$ cat src/rtl/sly_pkg.sv
// Shared Sly-Man-Says definitions: color encoding, LED bit order, reader FSM states.
package sly_pkg;

  typedef logic [1:0] color_t;

  localparam color_t COLOR_RED    = 2'd0;
  localparam color_t COLOR_BLUE   = 2'd1;
  localparam color_t COLOR_GREEN  = 2'd2;
  localparam color_t COLOR_YELLOW = 2'd3;

  // LED vectors are ordered {yellow, green, blue, red}
  localparam int unsigned LED_RED    = 0;
  localparam int unsigned LED_BLUE   = 1;
  localparam int unsigned LED_GREEN  = 2;
  localparam int unsigned LED_YELLOW = 3;

  localparam int unsigned CLOCK_FREQ = 50_000_000;

  typedef enum logic [1:0] {
    ST_IDLE,
    ST_DEBOUNCE,
    ST_HELD,
    ST_RELEASE
  } reader_state_t;

  function automatic logic [3:0] color_onehot(input color_t c);
    logic [3:0] v;
    v    = '0;
    v[c] = 1'b1;
    return v;
  endfunction

  function automatic color_t onehot_color(input logic [3:0] v);
    if (v[LED_YELLOW])     return COLOR_YELLOW;
    else if (v[LED_GREEN]) return COLOR_GREEN;
    else if (v[LED_BLUE])  return COLOR_BLUE;
    else                   return COLOR_RED;
  endfunction

endpackage

$ cat src/rtl/button_reader_sync2.sv
// Two-flop synchronizer for one asynchronous input.
module sync2 (
  input  logic clk,
  input  logic rst_n,
  input  logic d,
  output logic q
);

  logic meta;

  always_ff @(posedge clk or negedge rst_n) begin
    if (!rst_n) begin
      meta <= 1'b0;
      q    <= 1'b0;
    end else begin
      meta <= d;
      q    <= meta;
    end
  end

endmodule

$ cat src/rtl/button_reader.sv
// Turns four raw push-buttons into debounced, single press events with a
// one-entry valid/ready register, and echoes the held button on the LEDs.
module button_reader
  import sly_pkg::*;
#(
  parameter int unsigned DEBOUNCE_CYCLES = CLOCK_FREQ / 100,
  parameter int unsigned CNT_W           = 32
) (
  input  logic         clock,
  input  logic         reset_n,
  input  logic         red_btn,
  input  logic         blue_btn,
  input  logic         green_btn,
  input  logic         yellow_btn,
  output logic         press_valid,
  output color_t       press_color,
  input  logic         press_ready,
  output logic         press_overrun,
  output logic         multi_press,
  output logic [3:0]   btn_leds
);

  localparam logic [CNT_W-1:0] CNT_MAX = CNT_W'(DEBOUNCE_CYCLES - 1);

  logic [3:0]     raw;
  logic [3:0]     s;
  reader_state_t  state;
  color_t         cand;
  logic [CNT_W-1:0] cnt;
  logic           gen;

  assign raw = {yellow_btn, green_btn, blue_btn, red_btn};

  for (genvar i = 0; i < 4; i++) begin : g_sync
    sync2 u_sync (
      .clk   (clock),
      .rst_n (reset_n),
      .d     (raw[i]),
      .q     (s[i])
    );
  end

  always_comb begin
    gen = (state == ST_DEBOUNCE) && (s == color_onehot(cand)) && (cnt == CNT_MAX);
  end

  always_ff @(posedge clock or negedge reset_n) begin
    if (!reset_n) begin
      state         <= ST_IDLE;
      cand          <= COLOR_RED;
      cnt           <= '0;
      btn_leds      <= '0;
      multi_press   <= 1'b0;
      press_valid   <= 1'b0;
      press_color   <= COLOR_RED;
      press_overrun <= 1'b0;
    end else begin
      multi_press   <= 1'b0;
      press_overrun <= 1'b0;

      unique case (state)
        ST_IDLE: begin
          if ($countones(s) == 1) begin
            cand  <= onehot_color(s);
            cnt   <= '0;
            state <= ST_DEBOUNCE;
          end else if (s != '0) begin
            multi_press <= 1'b1;
            cnt         <= '0;
            state       <= ST_RELEASE;
          end
        end
        ST_DEBOUNCE: begin
          if (s != color_onehot(cand)) begin
            state <= ST_IDLE;
          end else if (cnt == CNT_MAX) begin
            btn_leds <= color_onehot(cand);
            state    <= ST_HELD;
          end else begin
            cnt <= cnt + CNT_W'(1);
          end
        end
        ST_HELD: begin
          if (s == '0) begin
            btn_leds <= '0;
            cnt      <= '0;
            state    <= ST_RELEASE;
          end
        end
        ST_RELEASE: begin
          if (s != '0) begin
            cnt <= '0;
          end else if (cnt == CNT_MAX) begin
            state <= ST_IDLE;
          end else begin
            cnt <= cnt + CNT_W'(1);
          end
        end
        default: state <= ST_IDLE;
      endcase

      // A generate racing an accept replaces the event rather than overrunning.
      if (gen) begin
        if (press_valid && !press_ready) begin
          press_overrun <= 1'b1;
        end else begin
          press_valid <= 1'b1;
          press_color <= cand;
        end
      end else if (press_valid && press_ready) begin
        press_valid <= 1'b0;
      end
    end
  end

endmodule

$ cat config.mk
export PLATFORM = sky130hd
export DESIGN_NAME = button_reader
export DESIGN_NICKNAME = d
export VERILOG_FILES = /design/src/rtl/sly_pkg.sv /design/src/rtl/button_reader_sync2.sv /design/src/rtl/button_reader.sv
export SDC_FILE = /design/constraint.sdc
export NUM_CORES = 1
export LEC_CHECK = 0
export CAP_MARGIN = 5
export CORE_MARGIN = 3
export CORE_UTILIZATION = 45
export CTS_CLUSTER_SIZE = 20
export DETAILED_ROUTE_END_ITERATION = 10
export PLACE_DENSITY = 0.6
export SLEW_MARGIN = 20
export SYNTH_ARGS = -nofsm -noshare
export SYNTH_HDL_FRONTEND = slang
export SYNTH_SLANG_ARGS = --single-unit
$ cat constraint.sdc
create_clock -name clock -period 4 [get_ports clock]
set_input_delay 0.8 -clock clock [delete_from_list [all_inputs] [get_ports clock]]
set_output_delay 0.8 -clock clock [all_outputs]
set_load 0.005 [all_outputs]
==> metrics.yaml, run 1 <==
worst_setup_path:
  crit_slowest_cell: "or3_1"
  cp-start-kind: "flop"
  critPathMaxStageDelay_ns: 0.56
  critPathBufInv: 2
  path_cells: "inv_1 > fa_1 > inv_1 > ha_1 > ha_1 > or3b_2 > nand3_2 > nand2_4 > or3_1 > o41ai_2"
  crit_family: "simple AND/OR/NAND/NOR gates"
  crit_arrival_ns: 3.57
  critical_path_class: "reg2reg"
  cp.required_ns: 4.21
  cp_max_fo: 19
  end_kind: "flop"
clocking:
  cts_resized: 0
  clk-insertion-delay-late_ns: 0.31
  h-tree-depth: 2
  clk_pin_slew_ns: 0.09
  postCtsHoldBufs: 0
  cts_made_buffers: 5
  post-cts-setup-buffers: 0
  cts.sinks: 53
  cts_tree: "yes"
  cts-root-buf: "clkbuf_8"
  clock_path_buffers: 2
detailed_routing:
  wl_met3_um: 252
  via_per_inst: 6.061
  drt-total-wl_mm: 7.022
  wl_per_cell_um: 16.37
  antenna_left: 0
  wl_met2_mm: 3.132
  wl_met1_mm: 3.569
  drtPass1Iterations: 4
  first_iter_violations: 210
  dr_total_vias: 2600
  drc: 0
  routed.top_layer: "met4"
logic_synthesis:
  syn_inst: 331
  syn_avg_cell_area_um2: 9.507
  syn_area_um2: 3147
  ys_async_sr_fraction_pct: 100.0
  synth_ff_type: "dfrtp_1"
  synthTopCellsByArea: "dfrtp_1, o31ai_1, nand2_1, mux2i_1, nand2b_1"
  ys_seq_elements: 53
  yosys.area.top_type: "dfrtp_1"
  synth_top_cell_area_share_pct: 42.15
  ys_seq_area_share_pct: 42.15
  yosysWarnings: 0
  synth_edf_count: 0
  syn_nets: 343
  synth_cell_types: 57
placement:
  place.gp.congestion: 0.7929
  dp_hpwl_mm: 4.917
  port_buffers: 15
  dp_slack_ns: 0.5319
die:
  coreArea_um2: 6568
  die-area_um2: 8033
  start_util_pct: 47.91
  die-height_um: 89.63
  io_pins: 16
  rows: 29
  fp.dieW_um: 89.63
finish:
  diodes: 0
  nNetsFinal: 347
  area_growth_pct: 8.231
  layout-drive-gt1-share_pct: 8.631
  nFillCells: 617
timing:
  worstMarginPinSlew_ns: 1.011
  tns_ns: 0
  setup_viol: 0
  fin_ws_ns: 0.6380
  rsz0062_at_grt: "false"
  hold_violations: 0
  hold_ws_ns: 0.3545
  clock.fmax_mhz: 297.4
  period_share_pct: 84.05
  report.final.slew_viol_count: 0
  fin_worst_skew_ns: 0.004842
  fin_crit_ns: 3.362
  slew_headroom_pct: 32.37
pwr:
  irDropWorstVdd_mv: 0.1575
  p_leak_uw: 0.001355
  power_density_nw_per_um2: 359.9
worst_hold_path:
  hold_class: "reg2reg"
grt:
  grt-ovfl-total: 0
  grt_pass1_vias: 2369
  grt_usage_pct: 19.16
  antenna_found_initial: 0
  grt_max_degree: 33
  grt_pass1_wl_mm: 12.05
run_status:
  status: "complete, no violations"
run:
  cap_violations: 0
per-layer routing:
layer,up-vias,GRT usage [%]
li1,1253,-
met5,-,0
met2,45,27.73
met4,0,5.413
met3,6,2.737
met1,1296,29.63
report_power, final:
group / internal (uW) / switching [uW] / total [uW]
Clock: 125 / 172 / 297
Combinational: 108 / 206 / 313
Sequential: 564 / 51.7 / 616
area by class of cell:
type                            instances  area (um^2)  share of cell area (%)
Clock buffer                            8        80.08                   2.351
Inverter                               10        37.54                   1.102
Multi-Input combinational cell        246         1670                   49.04
Sequential cell                        53         1326                   38.94
Tap cell                               93        116.4                   3.417
Timing Repair Buffer                   19        175.2                   5.143
Yosys cell counts (10+ instances only):
cell type and n:
a21oi_1 14, nand3_1 14, nor4_1 12, nor3_1 13
buf_2 11, nand4_1 11, nand2b_1 14, nand2_1 39
o31ai_1 21, mux2i_1 13, dfrtp_1 53, inv_1 10
layout by cell type (no fill, tap or decap), drive strengths merged, types with 4 or more instances in the layout:
cell           count
or4                8
ha                 4
nand4             12
nor4              14
o31ai             21
nor4b              4
a21oi             14
nor2               8
buf                5
nand3             15
o41ai              4
nor3              13
dfrtp             53
nand2b            14
mux2i             13
clkbuf             8
clkdlybuf4s50     14
inv               10
o21ai             10
nand2             42
nor3b              5
logic make-up after synthesis:
group	count (synthesis)	synth area share, %
fa+ha+maj	5	2.227
buf+inv	32	4.771
simple gates	158	30.58
flops	53	42.15
compound gates	67	15.07
mux	16	5.209
registers in the layout, summed over array words and instances, names as in the netlist:
register / count
state: 2
cnt: 32
btn_leds: 4
press_color: 2
press_overrun: 1
cand: 2
press_valid: 1
g_sync.u_sync.q: 4
g_sync.u_sync.meta: 4
multi_press: 1
path summary, 6_finish.rpt:
check	startpoint	endpoint	slack (ns)	cells after the start
max	g_sync[3].u_sync.q	cnt[25]	0.64	10
min	g_sync[1].u_sync.meta	g_sync[1].u_sync.q	0.35	0
max reg2reg	g_sync[3].u_sync.q	cnt[25]	0.64	10
min reg2reg	g_sync[1].u_sync.meta	g_sync[1].u_sync.q	0.35	0
max in group asynchronous	reset_n	cnt[5]	2.68	2
min in group asynchronous	reset_n	cnt[24]	0.54	1
per-stage QoR:
step	instance area, um^2	power, uW	instances	utilization [%]
6_report	3406	1226	429	51.86
3_3_place_gp	3318	925.1	420	50.52
3_5_place_dp	3318	935.8	420	50.52
4_1_cts	3398	1236	428	51.74
5_1_grt	3406	1306	429	51.86
2_1_floorplan	3147	859.6	331	-
Note: power is estimated with default switching activity, not from simulation.
==> run 2: changes to the inputs <==
Clock period 4 ns to 3.26 ns, I/O delays scaled along.
==> metrics.yaml, run 2 (synthesized netlist as in run 1, its figures left out) <==
finish:
  largest_register_ffs: 32  # unchanged
  layout-drive-gt1-share_pct: 11.88  # +3.3 points
  top_register: "cnt"
  final_cell_mix: "dfrtp_1, nand2_1, o31ai_1"
  diodes: 0  # unchanged
  utilization_pct: 53.50  # +1.6 points
  final_common_cell: "dfrtp_1"
  nNetsFinal: 356  # +2.6%
  area_growth_pct: 11.65
timing:
  tns_ns: 0  # unchanged
  hold_violations: 0  # unchanged
  clock.fmax_mhz: 327.1  # +10%
  worstMarginPinSlew_ns: 0.6223  # -0.3892 ns
  rsz0062_at_grt: "false"
  report.final.slew_viol_count: 0  # unchanged
  hold_ws_ns: 0.2664  # -0.08812 ns
  setup_viol: 0  # unchanged
  fin_worst_skew_ns: 0.01256  # +0.007716 ns
  fin_crit_ns: 3.057  # -0.3048 ns
  slew_headroom_pct: 58.51  # +26 points
  period_share_pct: 93.78  # +9.7 points
detailed_routing:
  wl_met1_mm: 3.664  # +2.7%
  drt-total-wl_mm: 7.147  # +1.8%
  dr_total_vias: 2577  # -0.88%
  drtPass1Iterations: 4  # unchanged
  wl_met3_um: 332  # +32%
  wl_per_cell_um: 16.32  # -0.31%
  first_iter_violations: 177  # -16%
  drc: 0  # unchanged
  routed.top_layer: "met4"
  antenna_left: 0  # unchanged
  via_per_inst: 5.884  # -2.9%
  wl_met2_mm: 3.082  # -1.6%
clocking:
  cts_made_buffers: 5  # unchanged
  h-tree-depth: 2  # unchanged
  clock_path_buffers: 2  # unchanged
  clk-insertion-delay-late_ns: 0.31  # about the same
  clk_pin_slew_ns: 0.10  # about the same
  cts_tree: "yes"
  cts-root-buf: "clkbuf_8"
  cts.sinks: 53  # unchanged
grt:
  grt_pass1_vias: 2449  # +3.4%
  grt-ovfl-total: 0  # unchanged
  antenna_found_initial: 0  # unchanged
  grt_max_degree: 21  # -36%
  grt_usage_pct: 19.52  # +0.36 points
  grt_pass1_wl_mm: 12.15  # +0.85%
placement:
  port_buffers: 15  # unchanged
  dp_hpwl_mm: 5.084  # +3.4%
  place.gp.congestion: 0.8425  # +6.3%
die:
  rows: 29  # unchanged
  io_pins: 16  # unchanged
  die-height_um: 89.63  # unchanged
  coreArea_um2: 6568  # unchanged
  fp.dieW_um: 89.63  # unchanged
  die-area_um2: 8033  # unchanged
  start_util_pct: 47.91  # unchanged
worst_setup_path:
  cp_max_fo: 8  # -11
  end_kind: "flop"
  crit_arrival_ns: 3.27  # -0.30 ns
  critPathMaxStageDelay_ns: 0.54  # -0.02 ns
  cp.required_ns: 3.48  # -0.73 ns
  critical_path_class: "reg2reg"
  crit_slowest_cell: "fa_1"
  critPathBufInv: 2  # unchanged
  cp-start-kind: "flop"
  path_cells: "inv_1 > fa_1 > inv_1 > ha_1 > ha_1 > or3b_4 > nand3_2 > nand2_4 > or3_1 > o41ai_2"
  crit_family: "simple AND/OR/NAND/NOR gates"
run_status:
  status: "complete, no violations"
pwr:
  irDropWorstVdd_mv: 0.2042  # +30%
  power_density_nw_per_um2: 469.3  # +30%
  p_leak_uw: 0.001415  # +4.4%
run:
  cap_violations: 0  # unchanged
worst_hold_path:
  hold_class: "in2async"
## run 2: timing repair
| action | 4_1_cts | 5_1_grt |
|---|---|---|
| hold buffers | 0 | 0 |
| buffers inserted | 0 | 1 |
| endpoints found under the setup margin | 0 | 10 |
| gates resized for setup | 0 | 2 |
## run 2: layer usage
layer	up-vias	GRT usage [%]
met3	8	3.376
met2	61	29.52
met4	0	4.871
met1	1229	29.02
met5	-	0
li1	1279	-
## run 2: path summary, 6_finish.rpt
| kind | end | slack, ns | cells past startpoint | start |
|---|---|---|---|---|
| max in group asynchronous | cnt[0] | 2.37 | 2 | reset_n |
| hold / removal | state[0] | 0.27 | 1 | reset_n |
| hold reg to reg | g_sync[0].u_sync.q | 0.36 | 0 | g_sync[0].u_sync.meta |
| setup reg to reg | cnt[25] | 0.20 | 10 | g_sync[0].u_sync.q |
| setup / recovery | cnt[25] | 0.20 | 10 | g_sync[0].u_sync.q |
| min in group clock | g_sync[0].u_sync.q | 0.36 | 0 | g_sync[0].u_sync.meta |
## run 2: power breakdown
part	internal, uW	switching [uW]
registers	692	60.9
logic	167	271
clock network	231	228
total	1090	559
## run 2: area by class of cell
class / instances / area (um^2)
Multi-Input combinational cell: 246 / 1679
Clock inverter: 2 / 38.79
Timing Repair Buffer: 28 / 242.7
Sequential cell: 53 / 1326
Tap cell: 93 / 116.4
Fill cell: 600 / 3054
Clock buffer: 6 / 72.57
Inverter: 10 / 37.54
## run 2: stage by stage
stage	cell area, um^2	setup slack, ns	total power (uW)	instances
6_report	3513	0.2027	1649	438
5_1_grt	3513	0.07543	1749	438
4_1_cts	3497	0.05420	1660	437
3_5_place_dp	3386	0.07040	1200	429
2_1_floorplan	3147	0.2530	1055	331
3_3_place_gp	3386	0.1601	1185	429
==> run 3: changes to the inputs <==
Settings changed: CAP_MARGIN 5 to 10.
==> results of run 3 <==
The final DEF is identical to that of run 2; final timing and power are the same.
